==> src/rtl/piso.sv <==
// piso -- parallel-in serial-out shifter, MSB first, one bit per clock.
//
// A WIDTH-bit word is taken over a valid/ready handshake and emitted on
// s_out. The load_ready signal rises on the final bit of a frame, so a
// held load_valid chains words with no idle cycle between them.
//
// Optional feature: define PISO_PARITY_EN to append an even-parity bit
// after the data bits. In that case the frame is WIDTH+1 cycles long and
// s_par/s_last mark the parity cycle.
//
// Ports
//   clk        in   clock, all state updates on posedge
//   reset      in   synchronous active-high reset
//   p_in       in   parallel word, sampled only on the accept edge
//   load_valid in   source presents p_in
//   load_ready out  piso can take a word this cycle
//   s_out      out  serial data bit
//   s_valid    out  s_out carries a live bit
//   s_last     out  final bit of the current frame
//   s_par      out  current bit is the parity bit (0 without PISO_PARITY_EN)
//   busy       out  frame in progress (same as s_valid)
module piso #(
  parameter int WIDTH = 4
) (
  input  logic             clk,
  input  logic             reset,
  input  logic [WIDTH-1:0] p_in,
  input  logic             load_valid,
  output logic             load_ready,
  output logic             s_out,
  output logic             s_valid,
  output logic             s_last,
  output logic             s_par,
  output logic             busy
);

  localparam int CW = $clog2(WIDTH);

`ifdef PISO_PARITY_EN
  typedef enum logic [1:0] {IDLE, SHIFT, PARITY} state_t;
`else
  typedef enum logic {IDLE, SHIFT} state_t;
`endif

  state_t           state_q, state_d;
  logic [WIDTH-1:0] shreg_q, shreg_d;
  logic [CW-1:0]    cnt_q,   cnt_d;
  logic             accept;
  logic             cnt_zero;

`ifdef PISO_PARITY_EN
  logic par_q, par_d;
`endif

  assign cnt_zero = (cnt_q == '0);

  // Output decode: registers only, so no input reaches any output.
  always_comb begin
    s_out      = 1'b0;
    s_valid    = 1'b0;
    s_last     = 1'b0;
    s_par      = 1'b0;
    load_ready = 1'b0;
    case (state_q)
      IDLE: load_ready = 1'b1;
      SHIFT: begin
        s_out   = shreg_q[WIDTH-1];
        s_valid = 1'b1;
`ifndef PISO_PARITY_EN
        // Ready on the last bit lets the next word follow with no gap.
        s_last     = cnt_zero;
        load_ready = cnt_zero;
`endif
      end
`ifdef PISO_PARITY_EN
      PARITY: begin
        s_out      = par_q;
        s_valid    = 1'b1;
        s_par      = 1'b1;
        s_last     = 1'b1;
        load_ready = 1'b1;
      end
`endif
      default: ;
    endcase
  end

  assign busy   = s_valid;
  assign accept = load_valid & load_ready;

  always_comb begin
    state_d = state_q;
    shreg_d = shreg_q;
    cnt_d   = cnt_q;
`ifdef PISO_PARITY_EN
    par_d   = par_q;
`endif
    case (state_q)
      IDLE: ;
      SHIFT: begin
        if (!cnt_zero) begin
          shreg_d = {shreg_q[WIDTH-2:0], 1'b0};
          cnt_d   = cnt_q - CW'(1);
        end else begin
`ifdef PISO_PARITY_EN
          state_d = PARITY;
`else
          // Without an accept the frame ends; the accept case reloads below.
          state_d = IDLE;
`endif
        end
      end
`ifdef PISO_PARITY_EN
      PARITY: state_d = IDLE;
`endif
      default: state_d = IDLE;
    endcase

    // load_ready is only high in states where a reload is legal, so an
    // accept always wins over the state's own transition.
    if (accept) begin
      shreg_d = p_in;
      cnt_d   = CW'(WIDTH - 1);
      state_d = SHIFT;
`ifdef PISO_PARITY_EN
      par_d   = ^p_in;
`endif
    end
  end

  always_ff @(posedge clk) begin
    if (reset) begin
      state_q <= IDLE;
      shreg_q <= '0;
      cnt_q   <= '0;
`ifdef PISO_PARITY_EN
      par_q   <= 1'b0;
`endif
    end else begin
      state_q <= state_d;
      shreg_q <= shreg_d;
      cnt_q   <= cnt_d;
`ifdef PISO_PARITY_EN
      par_q   <= par_d;
`endif
    end
  end

endmodule

==> config.mk <==
export PLATFORM = sky130hd
export DESIGN_NAME = piso
export DESIGN_NICKNAME = d
export VERILOG_FILES = /design/src/rtl/piso.sv
export SDC_FILE = /design/constraint.sdc
export NUM_CORES = 1
export LEC_CHECK = 0
export CAP_MARGIN = 10
export CORE_AREA = 2 2 39 41
export DETAILED_ROUTE_END_ITERATION = 12
export DIE_AREA = 0 0 41 43
export GPL_TIMING_DRIVEN = 0
export PLACE_DENSITY_LB_ADDON = 0.3
export SYNTH_ARGS = -nofsm -noshare
export SYNTH_HDL_FRONTEND = slang
export SYNTH_SLANG_ARGS = --single-unit
==> constraint.sdc <==
create_clock -name clk -period 2.9 [get_ports clk]
set_input_delay 0.435 -clock clk [delete_from_list [all_inputs] [get_ports clk]]
set_output_delay 0.435 -clock clk [all_outputs]
set_load 0.02 [all_outputs]
Yosys cells after proc, flatten, opt, wreduce, memory -nomap -nowiden

Index checks and enable logic that the tools add are counted.

Register bits: 7
Latch bits: 0
RAM bits: 0
ROM bits: 0
Input bits: 7
Output and inout port bits: 6
Word-level logic and storage cells: 23
Memories: 0

$add $sub $neg: 1
Multiply operators: 0
Div/mod/pow operators: 0
Order comparisons: 0
Equality and inequality tests: 1
Shift-type cells: 0
Muxes and demuxes: 13
Bitwise logic cells: 2
Reduce and logical (&&, ||, !) cells: 3

Operators with widths:

| operator            | count |
|---|---|
| $mux 4              | 3 |
| $mux 1              | 6 |
| $mux 2              | 3 |
| $logic_not 2->1     | 1 |
| $ne 2x2->1 const B  | 1 |
| $pmux 1 s2          | 1 |
| $reduce_and 2->1    | 1 |
| $reduce_bool 2->1   | 1 |
| $sub 2x1->2 const B | 1 |
| $and 1x1->1         | 1 |
| $not 1->1           | 1 |

Logic depth before layout (Yosys ltp)

Gate-level depths: netlist (run 1).

Depth after elaboration: 5
Gate-level depth with buffers: 5
Mapped depth without buffers: 4

Worst setup path before layout (run 1)

OpenSTA, ideal clock, no wires.

Path kind: register to output
Start: register cnt_q[0]
End: output load_ready
Arrival: 0.899 ns
Required time: 2.465 ns
Path slack: 1.566 ns
Stages on the path, launching flop included: 5
Path buffers: 1
Cell sequence: dfxtp_1 -> inv_1 -> ha_1 -> nand2b_1 -> buf_6

Longest elaborated chain between the ends: 2

RTL lines:

| item                   | line | source |
|---|---|---|
| start, declared        | 47   | `logic [CW-1:0] cnt_q, cnt_d;` |
| start signal, assigned | 142  | `cnt_q <= cnt_d;` |
| $logic_not 2->1        | 55   | `assign cnt_zero = (cnt_q == '0);` |
| $pmux 1 s2             | 64   | `case (state_q)` |
| end, declared          | 29   | `output logic load_ready,` |

No other way between the ends.

Worst setup path after layout (run 1)

Ends and elaborated chain as after synthesis.

==> results of run 1 <==
==> logic make-up (layout without fill, tap and decap cells) <==
group,Yosys count,in the layout,share of synthesized area [%]
compound gates,6,6,13.3
fa+ha+maj,1,1,3.33
buf+inv,7,21,13.0
flops,7,7,37.3
mux,4,4,12.0
other cells,1,1,0.999
simple gates,10,10,20.0
==> sequential cells by signal, summed over array words and instances (netlist names) <==
name / count
shreg_q: 4
cnt_q: 2
state_q: 1
==> metrics by stage <==
stage	utilization, %	hold WS [ps]
floorplan	-	466
global placement	35.8	490
detailed placement	35.8	492
CTS	37.7	481
global route	37.7	494
finish	37.7	490
==> cells in the final DEF, fill, tap and decap left out, drive strengths merged <==
cell / count
a211oi: 4
a21oi: 1
a311oi: 1
and2: 2
and3b: 3
buf: 4
clkbuf: 4
clkdlybuf4s50: 10
conb: 1
dfxtp: 7
ha: 1
inv: 3
mux2: 1
mux2i: 3
nand2b: 1
nor2: 1
nor3b: 3
==> synthesized netlist by cell type (all sizes together) <==
cell type / n
a211oi: 4
a21oi: 1
a311oi: 1
and2: 2
and3b: 3
buf: 4
conb: 1
dfxtp: 7
ha: 1
inv: 3
mux2: 1
mux2i: 3
nand2b: 1
nor2: 1
nor3b: 3
==> how the worst max path moves through the flow <==
stage                 endpoint  slack [ps]  cells after the start
global placement    load_ready         960                      5
CTS                 load_ready         690                      5
finish              load_ready         710                      5
global route        load_ready         600                      5
detailed placement  load_ready         970                      5
floorplan           load_ready        1570                      4
==> metal layers <==
layer / up-vias / global-route usage (%)
met5: - / 0
met4: 0 / 2.00
met3: 0 / 6.81
met2: 14 / 14.4
met1: 124 / 11.3
li1: 150 / -
==> critical path, delay by kind of cell, from the launching register on <==
family / cells / cell delay (ps)
DFF: 1 / 350
and+or+nand+nor: 1 / 180
adders and majority gates: 1 / 260
buffers and inverters: 3 / 720
==> power breakdown <==
group	switching (mW)	total, mW	internal [mW]	leakage [nW]
clock	0.0355	0.0880	0.0525	0.0150
sequential	0.00566	0.111	0.105	0.0582
combinational	0.0258	0.0605	0.0347	0.154
total	0.0669	0.259	0.192	0.227
==> cell type report <==
class                           count  area, sq um  area share, %
Multi-Input combinational cell     22          186           35.7
Sequential cell                     7          140           26.9
Timing Repair Buffer               10          100           19.2
Buffer                              4         37.5           7.19
Clock buffer                        4         26.3           5.04
Tap cell                           16         20.0           3.84
Inverter                            3         11.3           2.16
==> flow_summary.toml, run 1 <==
[critical_path]
critical-path-max-stage-delay_ps = 530
crit_path_end_kind = "primary output"
cp-startpoint = "cnt_q[0]$_SDFFE_PP0P_"
r2r_start = "cnt_q[0]$_SDFFE_PP0P_"
startpoint_type = "register"
worst_ep_required_time_ps = 2470
r2r_end = "cnt_q[1]$_SDFFE_PP0P_"
rr_worst_depth = 5
r2r_slack_ps = 1600
critical_path_arrival_ps = 1760
path_cells = "inv_1, ha_1, nand2b_1, buf_6, clkdlybuf4s50_1"
slowest_stage = "clkdlybuf4s50_1"
cp_max_fo = 8
criticalPathCategory = "register to primary output"

[logic_synthesis]
synth_cells = 36
synth_top_area_share_pct = 37.3
ys_types = 18
yosysWarnings = 0
ys_ff_latch = 7
synth_seq_area_share_pct = 37.3
synthesis.nets = 44
synth.area.top_cells = "dfxtp_1 37%, mux2i_1 8.0%, a211oi_1 8.0%"
synth_top_area_cell = "dfxtp_1"
synthesis.area_sq_um = 375
avgSynthCellArea_sq_um = 10.4

[routing]
initialDrtViolationCount = 1
drt_first_pass_iters = 4
wl_met1_um = 280
drtAntennaViolNets = 0
met3WireLength_um = 71
wl_met2_um = 310
drc_errors = 0
drt_wl_total_um = 662
via_per_inst = 4.36
vias = 288
top_layer_used = "met3"
wl_per_cell_um = 10.0

[sta]
fin_crit_ps = 2190
tns_ps = 0
setup_ws_ps = 707
final_hold_viol_count = 0
rsz0062_at_grt = "no"
maxSlewViolCount = 0
setup-violations-final = 0
finalClockSkew_ps = 0.805
clock.fmax_mhz = 456
period_share_pct = 75.6

[layout]
antenna_cells = 0
final_cell_area_sq_um = 522
fill_cells = 141
nNetsFinal = 59
area_delta_synth_final_pct = 39.0
stdcell_count = 66
drive_above_1_share_pct = 24.0

[global_routing]
overflow = 0
grt_pass1_wl_mm = 1.16
grt_use_total_pct = 9.75
grt_max_degree = 11
grt_pass1_vias = 267
antenna_found_initial = 0

[floorplanning]
num_rows = 14
die-area_sq_mm = 0.00176
initial_core_util_pct = 27.1
die_y_um = 43
ios = 13
die_width_um = 41
core-area_sq_mm = 0.00138

[clock_tree]
ctsResizeCount = 0
clk_pin_slew_worst_paths_ps = 50
numCtsBuffers = 3
clk_path_buf_depth = 2
holdBufCountCts = 0
clkLatencyLatePin_ps = 250
clockRootBuffer = "clkbuf_4"
h-tree-depth = 1
cts_tree = "built"
clock-sinks = 7
post-cts-setup-buffers = 0

[pwr]
finalPower_uw = 259
p_per_area_mw_per_mm2 = 497
leakagePower_nw = 0.227
ir_drop_mv = 0.296

[flow_run]
maxCapViolations = 0

[min_path]
min-delay-start = "load_valid"
min_to = "state_q$_SDFF_PP0_"
min_path_cells = 3
min_path_type = "primary input to register"

[outcome]
outcome = "finished, final reports clean"

[place]
dp_cells = 62
post-dp-hpwl_um = 499
port_buffers = 10
pre_cts_slack_ps = 972
dpl-instance-area_sq_um = 495
gp_congestion = 0.632
Power figures use the tool's default switching activity.
==> inputs of run 2 (changes only) <==
Clock period 2.9 ns to 1.76 ns, I/O delays scaled along.
==> run 2 against run 1 <==
- global-route usage rose by 0.20 points
- via count up 0.69%
- largest cell class unchanged
- clock power is 67% higher
- register-to-register slack got worse by 1100 ps
- cell count did not move
- worst setup slack worse by 600 ps
- critical path depth decreased by 3
- first-iteration DRC count grew to 3.0 times the previous value
- die area did not move
- core utilization fell by 0.18 points
- largest power group unchanged
- sequential power grew 65%
- final area down 0.48%
==> flow_summary.toml, run 2 (synthesis gave the netlist of run 1 again) <==
[place]
dpl-instance-area_sq_um = 495
dp_cells = 62
post-dp-hpwl_um = 499
pre_cts_slack_ps = 2.68
gp_congestion = 0.632
port_buffers = 10

[floorplanning]
die_y_um = 43
die-area_sq_mm = 0.00176
ios = 13
initial_core_util_pct = 27.1
core-area_sq_mm = 0.00138
die_width_um = 41
num_rows = 14

[critical_path]
criticalPathCategory = "register to primary output"
crit_path_end_kind = "primary output"
startpoint_type = "register"
slowest_stage = "clkdlybuf4s50_1"
cp_max_fo = 10
critical-path-max-stage-delay_ps = 590
worst_ep_required_time_ps = 1500
critical_path_arrival_ps = 1390
path_cells = "and2_1, clkdlybuf4s50_1"

[sta]
clock.fmax_mhz = 605
finalClockSkew_ps = 1.26
setup_ws_ps = 108
final_hold_viol_count = 0
rsz0062_at_grt = "no"
period_share_pct = 93.9
maxSlewViolCount = 0
fin_crit_ps = 1650
setup-violations-final = 0

[layout]
area_delta_synth_final_pct = 38.3
stdcell_count = 66
final_cell_mix = "8 x clkdlybuf4s50_1, 6 x dfxtp_1, 4 x a211oi_1"
antenna_cells = 0
fin_util_pct = 37.5
largest_reg_flops = 4
reg_top3 = "shreg_q x4, cnt_q x2, state_q x1"
regMostFlops = "shreg_q"
nNetsFinal = 59
final_cell_area_sq_um = 519
final_common_cell = "clkdlybuf4s50_1"
drive_above_1_share_pct = 30.0

[clock_tree]
numCtsBuffers = 3
clk_pin_slew_worst_paths_ps = 50
clk_path_buf_depth = 2
cts_tree = "built"
clock-sinks = 7
clockRootBuffer = "clkbuf_4"
holdBufCountCts = 0
h-tree-depth = 1
clkLatencyLatePin_ps = 250
post-cts-setup-buffers = 0

[pwr]
finalPower_uw = 429
leakagePower_nw = 0.229
p_per_area_mw_per_mm2 = 826
ir_drop_mv = 0.494

[routing]
drc_errors = 0
via_per_inst = 4.39
wl_per_cell_um = 10.2
initialDrtViolationCount = 3
drt_first_pass_iters = 2
drtAntennaViolNets = 0
drt_wl_total_um = 674
vias = 290

[global_routing]
antenna_found_initial = 0
grt_max_degree = 11
overflow = 0
grt_use_total_pct = 9.95
grt_pass1_wl_mm = 1.19
grt_pass1_vias = 272

[min_path]
min_path_type = "primary input to register"

[outcome]
outcome = "finished, final reports clean"

[flow_run]
maxCapViolations = 0
run 2: repair_timing:
item                                    4_1_cts  5_1_grt
endpoints found under the setup margin        2        3
pin swaps                                     0        0
gates cloned                                  0        0
resized for setup                             3        3
run 2: critical path: cells and delay by family (launching register included):
kind	cells	cell delay, ps
and+or+nand+nor	1	140
DFF	1	400
buffers and inverters	1	590
run 2: path summary, 6_finish.rpt:
| path | endpoint | slack [ps] | cells past startpoint | from |
|---|---|---|---|---|
| worst max register to register | cnt_q[1]$_SDFFE_PP0P_ | 530 | 5 | cnt_q[0]$_SDFFE_PP0P_ |
| worst max-delay path | s_out | 110 | 2 | state_q$_SDFF_PP0_ |
| worst min register to register | cnt_q[1]$_SDFFE_PP0P_ | 500 | 2 | cnt_q[1]$_SDFFE_PP0P_ |
| worst min-delay path | state_q$_SDFF_PP0_ | 310 | 3 | load_valid |
run 2: cell type report:
class,instances,area [sq um]
repair buffers,10,93.8
plain buffers,4,37.5
inverters,3,11.3
multi-input cells,22,189
flip-flops and latches,7,141
clock buffers,4,26.3
well taps,16,20.0
fillers,143,865
run 2: per-layer routing:
layer  part of all wire (%)  GRT usage [%]
met1                     43           11.6
met2                     48           14.7
met5                      0              0
met4                      0           2.00
met3                    8.8           6.81
run 2: power breakdown:
group / leakage (nW) / total (mW) / switching (mW) / internal (mW)
Sequential: 0.0585 / 0.183 / 0.00948 / 0.174
Combinational: 0.156 / 0.0981 / 0.0428 / 0.0552
Clock: 0.0150 / 0.147 / 0.0608 / 0.0866
Total: 0.229 / 0.429 / 0.113 / 0.316
run 2: stage by stage:
stage,hold slack (ps),setup TNS (ps)
2_1_floorplan,332,0
3_3_place_gp,490,-5.29
3_5_place_dp,492,0
4_1_cts,310,0
5_1_grt,316,0
6_report,309,0
